`src/rtl/pll_mdrp_sequencer.sv`:
```
// Programming sequencer for a Gowin PLL MDRP port.
// It holds the PLL in reset and writes one register profile from INIT_TABLE, reading each byte
// back when VERIFY is set. It then releases reset and qualifies lock over 16 consecutive cycles,
// with a timeout and a bounded number of full retries. Profiles can be switched at runtime, and
// bypass hands the MDRP port to the user.
// Ports:
//   mdclk, rst_n               clock, async active-low reset
//   bypass                     user MDRP passthrough, sequencer parked in RST_HOLD
//   reconf_req, reconf_sel     reprogram request (LOCKED/FAIL only) and profile index
//   busy, lock                 sequence in progress, qualified lock
//   err_verify, err_timeout    sticky read-back mismatch, retries exhausted
//   retry_cnt                  retries used in the current sequence
//   usr_md*                    user MDRP side (usr_mdrdo mirrors pll_mdrdo)
//   pll_rst, pll_lock, pll_md* PLL primitive side
module pll_mdrp_sequencer #(
    parameter int unsigned NUM_REGS     = 8,
    parameter int unsigned NUM_PROFILES = 2,
    parameter logic [NUM_PROFILES*NUM_REGS*8-1:0] INIT_TABLE = '0,
    parameter int unsigned BOOT_PROFILE = 0,
    parameter int unsigned VERIFY       = 1,
    parameter int unsigned RST_HOLD_CYC = 200,
    parameter int unsigned LOCK_TMO_CYC = 100000,
    parameter int unsigned MAX_RETRIES  = 3,
    localparam int unsigned PW = (NUM_PROFILES > 1) ? $clog2(NUM_PROFILES) : 1,
    localparam int unsigned RW = (MAX_RETRIES > 0) ? $clog2(MAX_RETRIES + 1) : 1
) (
    input  logic          mdclk,
    input  logic          rst_n,
    input  logic          bypass,
    input  logic          reconf_req,
    input  logic [PW-1:0] reconf_sel,
    output logic          busy,
    output logic          lock,
    output logic          err_verify,
    output logic          err_timeout,
    output logic [RW-1:0] retry_cnt,
    input  logic [1:0]    usr_mdopc,
    input  logic          usr_mdainc,
    input  logic [7:0]    usr_mdwdi,
    output logic [7:0]    usr_mdrdo,
    output logic          pll_rst,
    input  logic          pll_lock,
    output logic [1:0]    pll_mdopc,
    output logic          pll_mdainc,
    output logic [7:0]    pll_mdwdi,
    input  logic [7:0]    pll_mdrdo
);

    localparam int unsigned IW = (NUM_REGS > 1) ? $clog2(NUM_REGS) : 1;
    localparam int unsigned HW = (RST_HOLD_CYC > 1) ? $clog2(RST_HOLD_CYC + 1) : 1;
    localparam int unsigned TW = (LOCK_TMO_CYC > 1) ? $clog2(LOCK_TMO_CYC + 1) : 1;

    localparam logic [HW-1:0] HOLD_LAST     = HW'(RST_HOLD_CYC - 1);
    localparam logic [TW-1:0] TMO_LAST      = TW'(LOCK_TMO_CYC - 1);
    localparam logic [IW-1:0] IDX_LAST      = IW'(NUM_REGS - 1);
    localparam logic [RW-1:0] RETRY_MAX     = RW'(MAX_RETRIES);
    localparam logic [3:0]    LOCK_RUN_LAST = 4'd15;

    typedef enum logic [3:0] {
        StRstHold, StWrite, StRead, StCheck, StInc,
        StRelease, StWaitLock, StRetry, StLocked, StFail
    } state_e;

    state_e        state_q;
    logic [HW-1:0] hold_cnt_q;
    logic [TW-1:0] tmr_q;
    logic [3:0]    lock_run_q;
    logic [IW-1:0] idx_q;
    logic [PW-1:0] prof_q;
    logic [RW-1:0] retry_q;
    logic          err_verify_q, err_timeout_q;
    logic          rst_q, busy_q, lock_q, ainc_q;
    logic [1:0]    opc_q;
    logic [7:0]    wdi_q;

    logic [7:0]    table_mem [NUM_PROFILES][NUM_REGS];
    logic [7:0]    cur_byte, next_byte;
    logic [PW-1:0] sel_prof;
    logic          byp;

    for (genvar p = 0; p < NUM_PROFILES; p++) begin : g_prof
        for (genvar r = 0; r < NUM_REGS; r++) begin : g_reg
            assign table_mem[p][r] = INIT_TABLE[(p*NUM_REGS+r)*8 +: 8];
        end
    end

    assign cur_byte  = table_mem[prof_q][idx_q];
    assign next_byte = table_mem[prof_q][idx_q + 1'b1];
    // Out-of-range profile requests fall back to profile 0.
    assign sel_prof  = (32'(reconf_sel) >= NUM_PROFILES) ? '0 : reconf_sel;

    always_ff @(posedge mdclk or negedge rst_n) begin
        if (!rst_n) begin
            state_q       <= StRstHold;
            hold_cnt_q    <= '0;
            tmr_q         <= '0;
            lock_run_q    <= '0;
            idx_q         <= '0;
            prof_q        <= PW'(BOOT_PROFILE);
            retry_q       <= '0;
            err_verify_q  <= 1'b0;
            err_timeout_q <= 1'b0;
            rst_q         <= 1'b1;
            busy_q        <= 1'b1;
            lock_q        <= 1'b0;
            opc_q         <= 2'b00;
            ainc_q        <= 1'b0;
            wdi_q         <= '0;
        end else if (bypass) begin
            // Parked: a full sequence restarts from the latched profile once bypass drops.
            state_q    <= StRstHold;
            hold_cnt_q <= '0;
            idx_q      <= '0;
            rst_q      <= 1'b1;
            busy_q     <= 1'b1;
            lock_q     <= 1'b0;
            opc_q      <= 2'b00;
            ainc_q     <= 1'b0;
            wdi_q      <= '0;
        end else begin
            // MDRP strobes are single-cycle; states below re-assert them as needed.
            opc_q  <= 2'b00;
            ainc_q <= 1'b0;
            wdi_q  <= '0;
            unique case (state_q)
                StRstHold: begin
                    if (hold_cnt_q >= HOLD_LAST) begin
                        state_q <= StWrite;
                        opc_q   <= 2'b01;
                        wdi_q   <= cur_byte;
                    end else begin
                        hold_cnt_q <= hold_cnt_q + 1'b1;
                    end
                end
                StWrite: begin
                    if (VERIFY != 0) begin
                        state_q <= StRead;
                        opc_q   <= 2'b10;
                    end else begin
                        state_q <= StInc;
                        ainc_q  <= 1'b1;
                    end
                end
                StRead: state_q <= StCheck;
                StCheck: begin
                    if (pll_mdrdo != cur_byte) begin
                        err_verify_q <= 1'b1;
                        state_q      <= StRetry;
                    end else begin
                        state_q <= StInc;
                        ainc_q  <= 1'b1;
                    end
                end
                StInc: begin
                    if (idx_q == IDX_LAST) begin
                        state_q <= StRelease;
                        rst_q   <= 1'b0;
                    end else begin
                        idx_q   <= idx_q + 1'b1;
                        state_q <= StWrite;
                        opc_q   <= 2'b01;
                        wdi_q   <= next_byte;
                    end
                end
                StRelease: begin
                    tmr_q      <= '0;
                    lock_run_q <= '0;
                    state_q    <= StWaitLock;
                end
                StWaitLock: begin
                    if (pll_lock && lock_run_q == LOCK_RUN_LAST) begin
                        state_q <= StLocked;
                        lock_q  <= 1'b1;
                        busy_q  <= 1'b0;
                    end else if (tmr_q >= TMO_LAST) begin
                        state_q <= StRetry;
                    end
                    if (!pll_lock) begin
                        lock_run_q <= '0;
                    end else if (lock_run_q != LOCK_RUN_LAST) begin
                        lock_run_q <= lock_run_q + 1'b1;
                    end
                    if (tmr_q < TMO_LAST) begin
                        tmr_q <= tmr_q + 1'b1;
                    end
                end
                StRetry: begin
                    rst_q <= 1'b1;
                    if (retry_q == RETRY_MAX) begin
                        state_q       <= StFail;
                        err_timeout_q <= 1'b1;
                        busy_q        <= 1'b0;
                    end else begin
                        retry_q    <= retry_q + 1'b1;
                        idx_q      <= '0;
                        hold_cnt_q <= '0;
                        state_q    <= StRstHold;
                    end
                end
                StLocked, StFail: begin
                    // Lock loss in LOCKED re-sequences the same profile, retry count kept.
                    if (reconf_req || (state_q == StLocked && !pll_lock)) begin
                        state_q    <= StRstHold;
                        hold_cnt_q <= '0;
                        idx_q      <= '0;
                        rst_q      <= 1'b1;
                        busy_q     <= 1'b1;
                        lock_q     <= 1'b0;
                    end
                    if (reconf_req) begin
                        prof_q        <= sel_prof;
                        retry_q       <= '0;
                        err_timeout_q <= 1'b0;
                    end
                end
                default: state_q <= StRstHold;
            endcase
        end
    end

    // Reset overrides bypass so every output shows its reset value while rst_n is low.
    assign byp = bypass & rst_n;

    assign pll_rst     = byp ? 1'b0       : rst_q;
    assign busy        = byp ? 1'b0       : busy_q;
    // Raw lock gates the registered lock so a drop is seen in the same cycle.
    assign lock        = byp ? pll_lock   : (lock_q & pll_lock);
    assign pll_mdopc   = byp ? usr_mdopc  : opc_q;
    assign pll_mdainc  = byp ? usr_mdainc : ainc_q;
    assign pll_mdwdi   = byp ? usr_mdwdi  : wdi_q;
    assign usr_mdrdo   = pll_mdrdo;
    assign err_verify  = err_verify_q;
    assign err_timeout = err_timeout_q;
    assign retry_cnt   = retry_q;

endmodule
```
`config.mk`:
```
export PLATFORM = sky130hd
export DESIGN_NAME = pll_mdrp_sequencer
export DESIGN_NICKNAME = d
export VERILOG_FILES = /design/src/rtl/pll_mdrp_sequencer.sv
export SDC_FILE = /design/constraint.sdc
export NUM_CORES = 1
export LEC_CHECK = 0
export ABC_AREA = 0
export BUFFER_PORTS_ARGS = -buffer_cell sky130_fd_sc_hd__buf_2
export CORE_MARGIN = 3
export CORE_UTILIZATION = 30
export CTS_CLUSTER_SIZE = 20
export DETAILED_ROUTE_END_ITERATION = 8
export MAX_ROUTING_LAYER = met4
export PLACE_DENSITY = 0.59
export RECOVER_POWER = 50
export SLEW_MARGIN = 5
export SYNTH_ARGS = -nofsm -noshare
export SYNTH_HDL_FRONTEND = slang
export SYNTH_SLANG_ARGS = --single-unit
```
`constraint.sdc`:
```
create_clock -name mdclk -period 5.7 [get_ports mdclk]
set_clock_uncertainty 0.1 [all_clocks]
set_input_delay 0.285 -clock mdclk [delete_from_list [all_inputs] [get_ports mdclk]]
set_output_delay 0.285 -clock mdclk [all_outputs]
set_load 0.005 [all_outputs]
```
==> impl_metrics.py <==
metrics = {
    "sta": {
        "fin_setup_tns_ns": 0,
        "maxSlewViolCount": 28,
        "fin_crit_ns": 3.84,
        "relSlewSlack": -0.00640,
        "whs_ns": 0.130,
        "setup_violations": 0,
        "max_freq_mhz": 260,
        "hold_viol": 0,
        "grt_setup_unrepaired": "no",
        "worst_pin_slew_ns": 1.51,
        "fin_crit_sh": 0.674,
    },
    "synthesis": {
        "yosysMostFrequentCell": "dfrtp_1",
        "synth_edf_count": 0,
        "seq_area_frac_synth": 0.405,
        "syn_nets": 356,
        "ys_top_cells_by_area": "dfrtp_1 39%, o21ai_0 5.8%, a21oi_1 5.1%",
        "yosysWarnings": 0,
        "yosysUniqueCellTypes": 53,
        "yosys_register_bits": 46,
        "synth_commonest_cells": "44 x dfrtp_1, 33 x o21ai_0, 29 x a21oi_1",
        "synthFlopType": "dfrtp_1",
        "syn_area_um2": 2850,
        "synth_top_area_share": 0.387,
        "async_flop_share": 1.00,
        "avgSynthCellArea_um2": 8.76,
        "syn_inst": 325,
        "synth_area_leader_cell": "dfrtp_1",
    },
    "global_route": {
        "grt_max_degree": 31,
        "grt_overflow": 0,
        "grt_pass1_wl_um": 11700,
        "grt_pass1_vias": 2462,
        "grt_usage": 0.140,
        "antenna_found_initial": 0,
    },
    "cells_and_area": {
        "fin_cells": 492,
        "fin_util": 0.367,
        "diodes": 0,
        "final_nets": 396,
        "drive_above_1_share": 0.197,
        "area.growth.synth_to_final_pct": 15.8,
    },
    "die": {
        "die_h_um": 103,
        "fp.coreArea_um2": 8980,
        "rows": 34,
        "dieArea_um2": 10700,
        "ios": 51,
        "start_util": 0.317,
        "die_w_um": 103,
    },
    "worst_setup_path": {
        "crit_type": "in -> out",
        "critical_path.endpoint_type": "output pin",
        "arrival_ns": 3.46,
        "cpPeakStageDelay_ns": 1.11,
        "slowest_stage": "clkbuf_1",
        "crit_top_cell": "clkbuf_1",
        "cp_max_fo": 30,
        "start_kind": "primary input",
        "critPathTopFamily": "buffers and inverters",
        "path_buf_inv": 4,
        "cp.required_ns": 5.32,
        "r2r_slack_ns": 2.75,
        "crit_chain": "dlygate4sd3_1 -> clkbuf_1 -> clkbuf_1 -> and3_1 -> buf_2",
    },
    "power_and_ir_drop": {
        "ir_worst_vdd_mv": 0.161,
        "power.density_nw_per_um2": 278,
        "p_total_w": 0.000918,
        "leakage_nw": 1.41,
    },
    "clock_network": {
        "cts_setup_buffers": 0,
        "cts_buffers": 5,
        "cts_buffer_depth": 2,
        "htreeDepth": 2,
        "cts_tree": "built",
        "clockRootBuffer": "clkbuf_8",
        "clock_latency_ns": 0.30,
        "cts.reportedPaths.clkPinSlew_ns": 0.09,
        "cts_resized": 0,
        "cts_sinks": 46,
    },
    "route": {
        "routed_wl_um": 6850,
        "vias_per_cell": 5.24,
        "drc": 0,
        "vias": 2577,
        "first_pass_iters": 5,
        "antenna_left": 0,
        "routedWlPerCell_um": 13.9,
        "drt_iter0_drc": 204,
    },
    "placement": {
        "dp_cells": 483,
        "hpwl_um": 5160,
        "port-buffer-count": 49,
        "gp_congestion": 0.833,
    },
    "status": {
        "status": "finished, violations left",
        "failed_checks": "capacitance limit, slew limit",
    },
    "min_path": {
        "min_path_type": "in -> reg",
    },
    "job": {
        "cap_violations": 1,
    },
}
## kinds of logic (layout without fill, tap and decap cells)
family                     Yosys count  count (layout)  share of synthesized area
adders and majority gates            6               6                     0.0264
DFF                                 46              46                      0.405
xor gates and xnor gates             3               3                    0.00923
muxes                               12              12                     0.0439
and+or+nand+nor                    144             144                      0.281
AOI/OAI and AO/OA                   86              86                      0.185
buffers and inverters               28              69                     0.0488
## layout make-up
class | instances | area (µm²)
clock buffers | 5 | 68.8
flip-flops and latches | 46 | 1150
inverters | 9 | 33.8
well taps | 126 | 158
clock inverters | 3 | 68.8
fillers | 928 | 5680
repair buffers | 52 | 260
multi-input cells | 251 | 1560
## path summary, 6_finish.rpt
check | startpoint | to | cells after the start
setup / recovery | rst_n | pll_mdwdi[3] | 5
hold / removal | reconf_req | err_timeout$_DFFE_PN0P_ | 2
setup reg to reg | state_q[1]$_DFFE_PN0P_ | hold_cnt_q[7]$_DFFE_PN0P_ | 5
hold reg to reg | err_verify$_DFFE_PN0P_ | err_verify$_DFFE_PN0P_ | 1
max in group asynchronous | rst_n | tmr_q[11]$_DFFE_PN0P_ | 3
min in group asynchronous | rst_n | idx_q[2]$_DFFE_PN0P_ | 2
## power breakdown
group	total (W)	leakage, nW	internal (W)	switching (W)
Sequential	0.000415	0.616	0.000358	0.0000563
Clock	0.000291	0.0683	0.000176	0.000116
Combinational	0.000212	0.728	0.0000930	0.000119
Total	0.000918	1.41	0.000627	0.000291
## metrics by stage
| stage | worst slack [ns] | instance area [µm²] |
|---|---|---|
| floorplan | 3.44 | 2850 |
| detailed placement | 2.81 | 3160 |
| finish | 1.86 | 3300 |
| global placement | 2.86 | 3160 |
| CTS | 2.78 | 3310 |
| global route | 1.37 | 3300 |
## routing by layer
layer | vias to the layer above | part of all wire | track usage
met5 | - | 0 | -
met4 | 0 | 0.011 | 0.0359
met3 | 5 | 0.068 | 0.0235
met2 | 79 | 0.45 | 0.211
met1 | 1219 | 0.47 | 0.196
li1 | 1274 | - | -
## flip-flops by register name (all words and copies together), names as in the netlist, 2 cells and up
name and flops:
tmr_q 17, state_q 4, hold_cnt_q 8, idx_q 3, lock_run_q 4, opc_q 2
retry_cnt 2
## what timing repair did
| item | 4_1_cts | 5_1_grt |
|---|---|---|
| endpoints found under the hold margin | 24 | 0 |
| setup endpoints to repair | 0 | 0 |
| hold buffers | 1 | 0 |
## cells in the final DEF (no fill, tap or decap), types with 3 or more instances in the layout
cell type and count:
dfrtp_1 44, buf_2 44, o21ai_0 33, a21oi_1 29, nand2_1 27, nor2_1 19, or3_1 13, nand3_1 12
and3_1 9, inv_1 9, and2_1 8, nor4_1 8, nor3_1 8, mux2i_1 8, or2_2 7, nand4_1 6
ha_1 6, clkbuf_1 6, or4_1 5, nor2b_1 5, nand2b_1 5, o31ai_1 5, clkbuf_8 5, mux2_2 4
o211ai_1 4, nor3b_1 3
(Power assumes the default switching activity.)
